==> config.mk <==
export PLATFORM = sky130hd
export DESIGN_NAME = layer_output_serializer
export DESIGN_NICKNAME = d
export VERILOG_FILES = /design/src/rtl/layer_output_serializer_pkg.sv /design/src/rtl/layer_output_serializer.sv
export SDC_FILE = /design/constraint.sdc
export NUM_CORES = 1
export LEC_CHECK = 0
export BUFFER_PORTS_ARGS = -buffer_cell sky130_fd_sc_hd__buf_2
export CAP_MARGIN = 10
export CORE_ASPECT_RATIO = 1.4
export CORE_UTILIZATION = 24
export CTS_BUF_LIST = sky130_fd_sc_hd__clkbuf_8
export DETAILED_ROUTE_END_ITERATION = 6
export GPL_TIMING_DRIVEN = 1
export HOLD_SLACK_MARGIN = 0.15
export PLACE_DENSITY = 0.41
export SYNTH_ARGS = -nofsm -noshare
export SYNTH_HDL_FRONTEND = slang
export SYNTH_SLANG_ARGS = --single-unit
export TNS_END_PERCENT = 50
==> constraint.sdc <==
create_clock -name clk -period 31.5 [get_ports clk]
set_clock_uncertainty 0.2 [all_clocks]
set_input_delay 6.3 -clock clk [delete_from_list [all_inputs] [get_ports clk]]
set_output_delay 6.3 -clock clk [all_outputs]
set_load 0.1 [all_outputs]
==> src/rtl/layer_output_serializer_pkg.sv <==
// -----------------------------------------------------------------------------
// layer_output_serializer_pkg
//
// Shared definitions for the layer glue blocks that sit between neuron layers.
//   ser_state_e : two-state serializer FSM encoding (IDLE, SHIFT)
//   clog2_min1  : ceil(log2(n)) with a floor of 1. A counter over a
//                 single-entry range still needs one bit.
// -----------------------------------------------------------------------------
package layer_output_serializer_pkg;

    typedef enum logic {
        IDLE  = 1'b0,
        SHIFT = 1'b1
    } ser_state_e;

    function automatic int clog2_min1(input int n);
        int w;
        w = $clog2(n);
        return (w < 1) ? 1 : w;
    endfunction

endpackage

==> src/rtl/layer_output_serializer.sv <==
// -----------------------------------------------------------------------------
// layer_output_serializer
//
// Captures the NUM_NEURONS parallel outputs of one neuron layer when every
// outvalid strobe fires together. It then replays those words one per beat,
// neuron 0 first, as the myinput / myinputValid stream for the next layer.
//
// Optional build macro:
//   SER_BACKPRESSURE_EN - when defined, out_ready gates each beat, and the
//                         output word holds while out_valid & !out_ready.
//                         When undefined, out_ready is ignored and a burst
//                         always takes exactly NUM_NEURONS cycles.
//
// Ports:
//   clk            in   single clock, rising edge
//   rst            in   synchronous active-high reset
//   neuron_out     in   NUM_NEURONS*dataWidth; neuron k at [k*dataWidth +: dataWidth]
//   neuron_valid   in   per-neuron outvalid strobes
//   out_ready      in   downstream accept (backpressure builds only)
//   out_data       out  serial word (registered)
//   out_valid      out  serial word valid (registered)
//   busy           out  high while a burst is being shifted out
//   overrun        out  sticky: a full capture arrived mid-burst and was dropped
//   valid_mismatch out  sticky: some, but not all, outvalid strobes fired
// -----------------------------------------------------------------------------
module layer_output_serializer
    import layer_output_serializer_pkg::*;
#(
    parameter int NUM_NEURONS = 30,
    parameter int dataWidth   = 16
) (
    input  logic                             clk,
    input  logic                             rst,
    input  logic [NUM_NEURONS*dataWidth-1:0] neuron_out,
    input  logic [NUM_NEURONS-1:0]           neuron_valid,
    input  logic                             out_ready,
    output logic [dataWidth-1:0]             out_data,
    output logic                             out_valid,
    output logic                             busy,
    output logic                             overrun,
    output logic                             valid_mismatch
);

    localparam int               IDX_W    = clog2_min1(NUM_NEURONS);
    localparam logic [IDX_W-1:0] LAST_IDX = IDX_W'(NUM_NEURONS - 1);

    ser_state_e           state;
    ser_state_e           state_next;
    logic [IDX_W-1:0]     index;
    logic [dataWidth-1:0] buffer [NUM_NEURONS];

    logic cap;          // the whole layer presented a result together
    logic partial;      // some strobes fired without the others
    logic beat_ok;      // the downstream side lets the current word advance
    logic beat_done;    // the current word advances at this edge
    logic final_done;   // the last word of the burst advances at this edge
    logic load;         // accept a new capture into the buffer
    logic drop;         // a capture arrived while the buffer was still needed

    assign cap     = &neuron_valid;
    assign partial = (|neuron_valid) & ~cap;

`ifdef SER_BACKPRESSURE_EN
    assign beat_ok = out_valid & out_ready;
`else
    // A word is on the bus for exactly one cycle. out_ready is deliberately
    // ignored and only kept so the port list does not depend on the build.
    logic unused_out_ready;
    assign unused_out_ready = out_ready;
    assign beat_ok          = 1'b1;
`endif

    // NOTE: every signal written in always_comb gets a default first, so no
    // path can leave it unassigned and no latch is inferred.
    always_comb begin
        state_next = state;
        beat_done  = 1'b0;
        final_done = 1'b0;
        load       = 1'b0;
        drop       = 1'b0;

        case (state)
            IDLE: begin
                if (cap) begin
                    load       = 1'b1;
                    state_next = SHIFT;
                end
            end
            SHIFT: begin
                beat_done  = beat_ok;
                final_done = beat_ok && (index == LAST_IDX);
                // A capture that lands exactly on the last beat chains
                // straight into the next burst with no idle cycle between.
                if (cap && final_done) begin
                    load = 1'b1;
                end else if (cap) begin
                    drop = 1'b1;
                end
                if (final_done && !cap) begin
                    state_next = IDLE;
                end
            end
            default: state_next = IDLE;
        endcase
    end

    // NOTE: sequential state is written only with non-blocking assignments,
    // so every register sees the pre-edge value of every other register.
    always_ff @(posedge clk) begin
        if (rst) begin
            state <= IDLE;
        end else begin
            state <= state_next;
        end
    end

    // NOTE: the capture buffer has no reset. It is always written before it
    // is read, and leaving it out of reset keeps it a plain register bank.
    always_ff @(posedge clk) begin
        if (load) begin
            for (int k = 0; k < NUM_NEURONS; k++) begin
                buffer[k] <= neuron_out[k*dataWidth +: dataWidth];
            end
        end
    end

    always_ff @(posedge clk) begin
        if (rst) begin
            index          <= '0;
            out_data       <= '0;
            out_valid      <= 1'b0;
            overrun        <= 1'b0;
            valid_mismatch <= 1'b0;
        end else begin
            if (load) begin
                // Neuron 0 is presented straight from the inputs because the
                // buffer is only being written at this same edge.
                index     <= '0;
                out_data  <= neuron_out[dataWidth-1:0];
                out_valid <= 1'b1;
            end else if (final_done) begin
                out_valid <= 1'b0;
            end else if (beat_done) begin
                index    <= index + IDX_W'(1);
                out_data <= buffer[index + IDX_W'(1)];
            end

            if (drop) begin
                overrun <= 1'b1;
            end
            if (partial) begin
                valid_mismatch <= 1'b1;
            end
        end
    end

    assign busy = (state == SHIFT);

endmodule

# ---- Word-level counts from Yosys, hierarchy flattened
# Memories as Yosys holds them, arrays and structs flattened.
# Index checks and enable logic that the tools add are counted.
dict set report word_totals {
  wordCells 40
  inputBits 513
  memories 1
  out_inout_bits 20
  ramBits 480
  reg_bits 25
}
# name depth width read_ports rd_ports_with_merged_regs write_ports line_no
set memory_table {}
lappend memory_table {buffer 30 16 1 0 30 layer_output_serializer.sv:50} ;# logic [dataWidth-1:0] buffer [NUM_NEURONS];
dict set report op_classes {
  bitwise_logic 4
  eq_ne 2
  add_sub_neg 1
  reduce_logical 10
  n_mux 16
}
# op n
set ops {}
lappend ops {{2-to-1 mux 16 bit} 3}
lappend ops {{AND reduction 30 bit} 1}
lappend ops {{OR reduction 30 bit} 1}
lappend ops {{2-to-1 mux 1 bit} 11}
lappend ops {{adder 5 x 1 -> 5 bit, second input constant} 1}
lappend ops {{== test 5 bit, second input constant} 1}
lappend ops {{case mux 1 bit (2 select lines)} 2}
lappend ops {{AND reduction 2 bit} 2}
lappend ops {{nonzero test 2 bit} 2}
lappend ops {{inverter 1 bit} 3}
lappend ops {{logical AND 1 bit} 2}
lappend ops {{inequality test 2 x 1 -> 1 bit, second input constant} 1}
lappend ops {{OR reduction 2 bit} 1}
lappend ops {{AND 1 bit} 1}
lappend ops {{logical NOT 1 bit} 1}

# ---- Logic depth before layout (Yosys ltp)
dict set report logic_depth {
  depth_word 6
  mapped_depth 10
  mapped_depth_nobuf 7
}

# ---- Worst setup path before layout
# OpenSTA, ideal clock, no wires.
dict set report synth_timing {
  path_kind {input -> register}
  start {input port neuron_valid[10]}
  end {memory buffer[0][0] (enable)}
  setup_slack_ns 2.813
  required_time_ns 29.963
  cell_stages 4
  arrival_ns 27.151
  path_buffers 0
  path_cell_list {nand4_1 nor4_1 nand2_2 nor2_1}
}
# item line_no
set synth_lines {}
lappend synth_lines {{start: declaration} layer_output_serializer.sv:35} ;# input logic [NUM_NEURONS-1:0] neuron_valid,
lappend synth_lines {{end: declaration} layer_output_serializer.sv:50}

==> qor.yml <==
yosys:
  synth_area_leader_cell: "edfxtp_1"
  synth_top_cell_area_share: 0.729
  syn-num-nets: 1571
  ys_seq_area_frac: 0.754
  syn_inst: 1056
  yosys-top-cells-area: "edfxtp_1 73%, mux4_2 6.8%, dfxtp_1 2.5%"
  synth_edf_count: 480
  synthFlopType: "edfxtp_1"
  synth_area_um2: 19800
  syn_area_per_cell_um2: 18.7
  async_flop_share: 0
  synth_cell_types: 50
  synthMostInstantiatedCell: "edfxtp_1"
  yosysWarnings: 0
  yosys-top-cells-count: "480 x edfxtp_1, 130 x nand2_1, 60 x mux4_2"
  synth-seq-cells: 505
critical_path:
  critPathKind: "primary input to register"
  worstSetupEndpointType: "register"
  cp_top_family: "buffers and inverters"
  timing.critical_path.depth: 8
  cpMostUsedCell: "buf_4"
  max_stage_delay_ns: 0.91
  start_kind: "primary input"
  crit_required_ns: 31.61
  critPathArrivalTime_ns: 11.17
  worst_path_max_delay_cell: "buf_4"
  reg2reg_depth: 7
  cp_cell_sequence: "buf_2 > nand4_1 > nor4_2 > nand2_2 > nor2_4 > buf_4 > buf_4 > buf_4"
  crit_fanout: 78
  crit_buf_inv: 4
clocking:
  path_clk_slew_ns: 0.06
  cts_resized: 0
  clock_latency_ns: 0.69
  clockBufferDepth: 3
  post_cts_buffers: 0
  cts_made_buffers: 88
  clock-root-buffer: "clkbuf_8"
  htreeDepth: 3
  clock_sinks: 505
  cts_tree: "done"
  cts_hold_buf: 0
timing:
  hold_viol: 0
  slew_headroom: 0.204
  fin_crit_sh: 0.351
  setup_viol_count_final: 0
  holdWs_ns: 0.263
  tns_ns: 0
  period_minus_slack_ns: 11.06
  fmax_mhz: 90.4
  rsz0062_at_grt: "false"
  finalMaxSlewViolations: 0
  tightest_slew_ns: 1.19
global_route:
  grt_pass1_vias: 13100
  antenna_found_initial: 31
  grt_usage: 0.151
  overflow: 0
  grt_max_degree: 90
  grt_pass1_wl_um: 89500
drt:
  drtIter0Drc: 535
  vias: 12100
  ant_nets: 0
  route.detailed.wl_per_inst_um: 23.0
  firstDrtPassIters: 5
  drc: 0
  wl_um: 64200
  vias_per_cell: 4.31
final_layout:
  nets: 2157
  final_area_um2: 25400
  final_cells: 2797
  syn_to_final_growth_pct: 28.4
  post_route_cells_drive_above_1_share: 0.460
  n_fill_cell: 8297
floorplan:
  rows: 124
  start_util: 0.242
  core_area_um2: 81600
  die_w_um: 245
  die_h_um: 342
  io_pins: 533
  die_area_um2: 83600
placement:
  placed_area_um2: 23700
  io_buffers: 531
  dpl.hpwl_um: 46500
  gp_congestion: 0.765
  place_inst: 2623
pwr:
  p_total_mw: 1.36
  p_leak_nw: 9.03
  powerDensity_nw_per_um2: 53.6
  irDropWorstVdd_mv: 0.0334
min_path:
  hold_path.class: "register to register"
  hold_depth: 2
flow_run:
  drv_cap: 0
run_status:
  status: "finished, final reports clean"
-- power by group --
part,total [mW],leakage [nW],switching (mW),internal [mW]
clock network,0.594,0.936,0.280,0.313
registers,0.734,4.51,0.0000301,0.734
logic,0.0346,3.58,0.0124,0.0222
total,1.36,9.03,0.293,1.07
-- routing by layer --
metal / GRT usage / share of wire / routed length (µm) / vias up
met1: 0.168 / 0.38 / 24400 / 5953
met4: 0.0652 / 0.029 / 1850 / 22
met5: 0 / 0.0025 / 160 / -
li1: - / - / - / 5520
met2: 0.263 / 0.52 / 33300 / 447
met3: 0.0478 / 0.070 / 4480 / 118
-- layout make-up --
type                    count  area, µm²  share of cell area
clock buffers              89       1220              0.0482
flip-flops and latches    505      14900               0.587
clock inverters            66        457              0.0180
diodes                     19       47.5             0.00187
multi-input cells         492       4590               0.181
inverters                   1       3.75            0.000148
well taps                1071       1340              0.0527
repair buffers            554       2830               0.111
-- path summary, 6_finish.rpt --
kind                          from              to  slack, ns
setup / recovery  neuron_valid[22]   buffer[17][4]      20.44
hold / removal      valid_mismatch  valid_mismatch       0.26
setup reg to reg          index[0]   buffer[17][4]      26.14
hold reg to reg     valid_mismatch  valid_mismatch       0.26
-- cells by family (layout without fill, tap and decap cells) --
family / count (synthesis) / count (layout) / share of synthesized area
simple gates: 252 / 252 / 0.0606
flops: 505 / 505 / 0.754
mux: 154 / 154 / 0.131
xor+xnor: 5 / 5 / 0.00297
fa+ha+maj: 2 / 2 / 0.00126
other cells: 0 / 19 / 0
compound gates: 79 / 79 / 0.0325
buf+inv: 59 / 710 / 0.0178
-- cell usage in the layout (no fill, tap or decap), drive strengths merged, types with 11 or more instances in the layout --
cell,n
mux2i,48
mux2,30
a22oi,15
clkbuf,89
nor2,16
a32oi,18
diode,19
clkinv,34
nand2,131
buf,554
dfxtp,25
inv,24
mux4,76
edfxtp,480
nand4,33
nand3,43
o2111ai,11
o211ai,12
-- worst register-to-register path: stages (launching register included) --
cell and delay, ns:
dfxtp_4 0.61, ha_4 0.23, nand4_1 0.15, and2_1 0.27, nor2_4 0.69, buf_4 0.87
buf_4 0.98, buf_4 0.94
-- state kept, by name (all words and copies together) (netlist names) --
| signal | count |
|---|---|
| buffer | 480 |
| out_data | 16 |
| index | 5 |
| busy | 1 |
| out_valid | 1 |
| overrun | 1 |
| valid_mismatch | 1 |
-- metrics by stage --
step / utilization / setup slack (ns)
final: 0.311 / 20.44
after global routing: 0.311 / 20.06
after CTS: 0.311 / 20.45
after detailed placement: 0.290 / 19.69
after global placement: 0.290 / 19.85
after floorplan: - / 2.81
(Power assumes the default switching activity.)
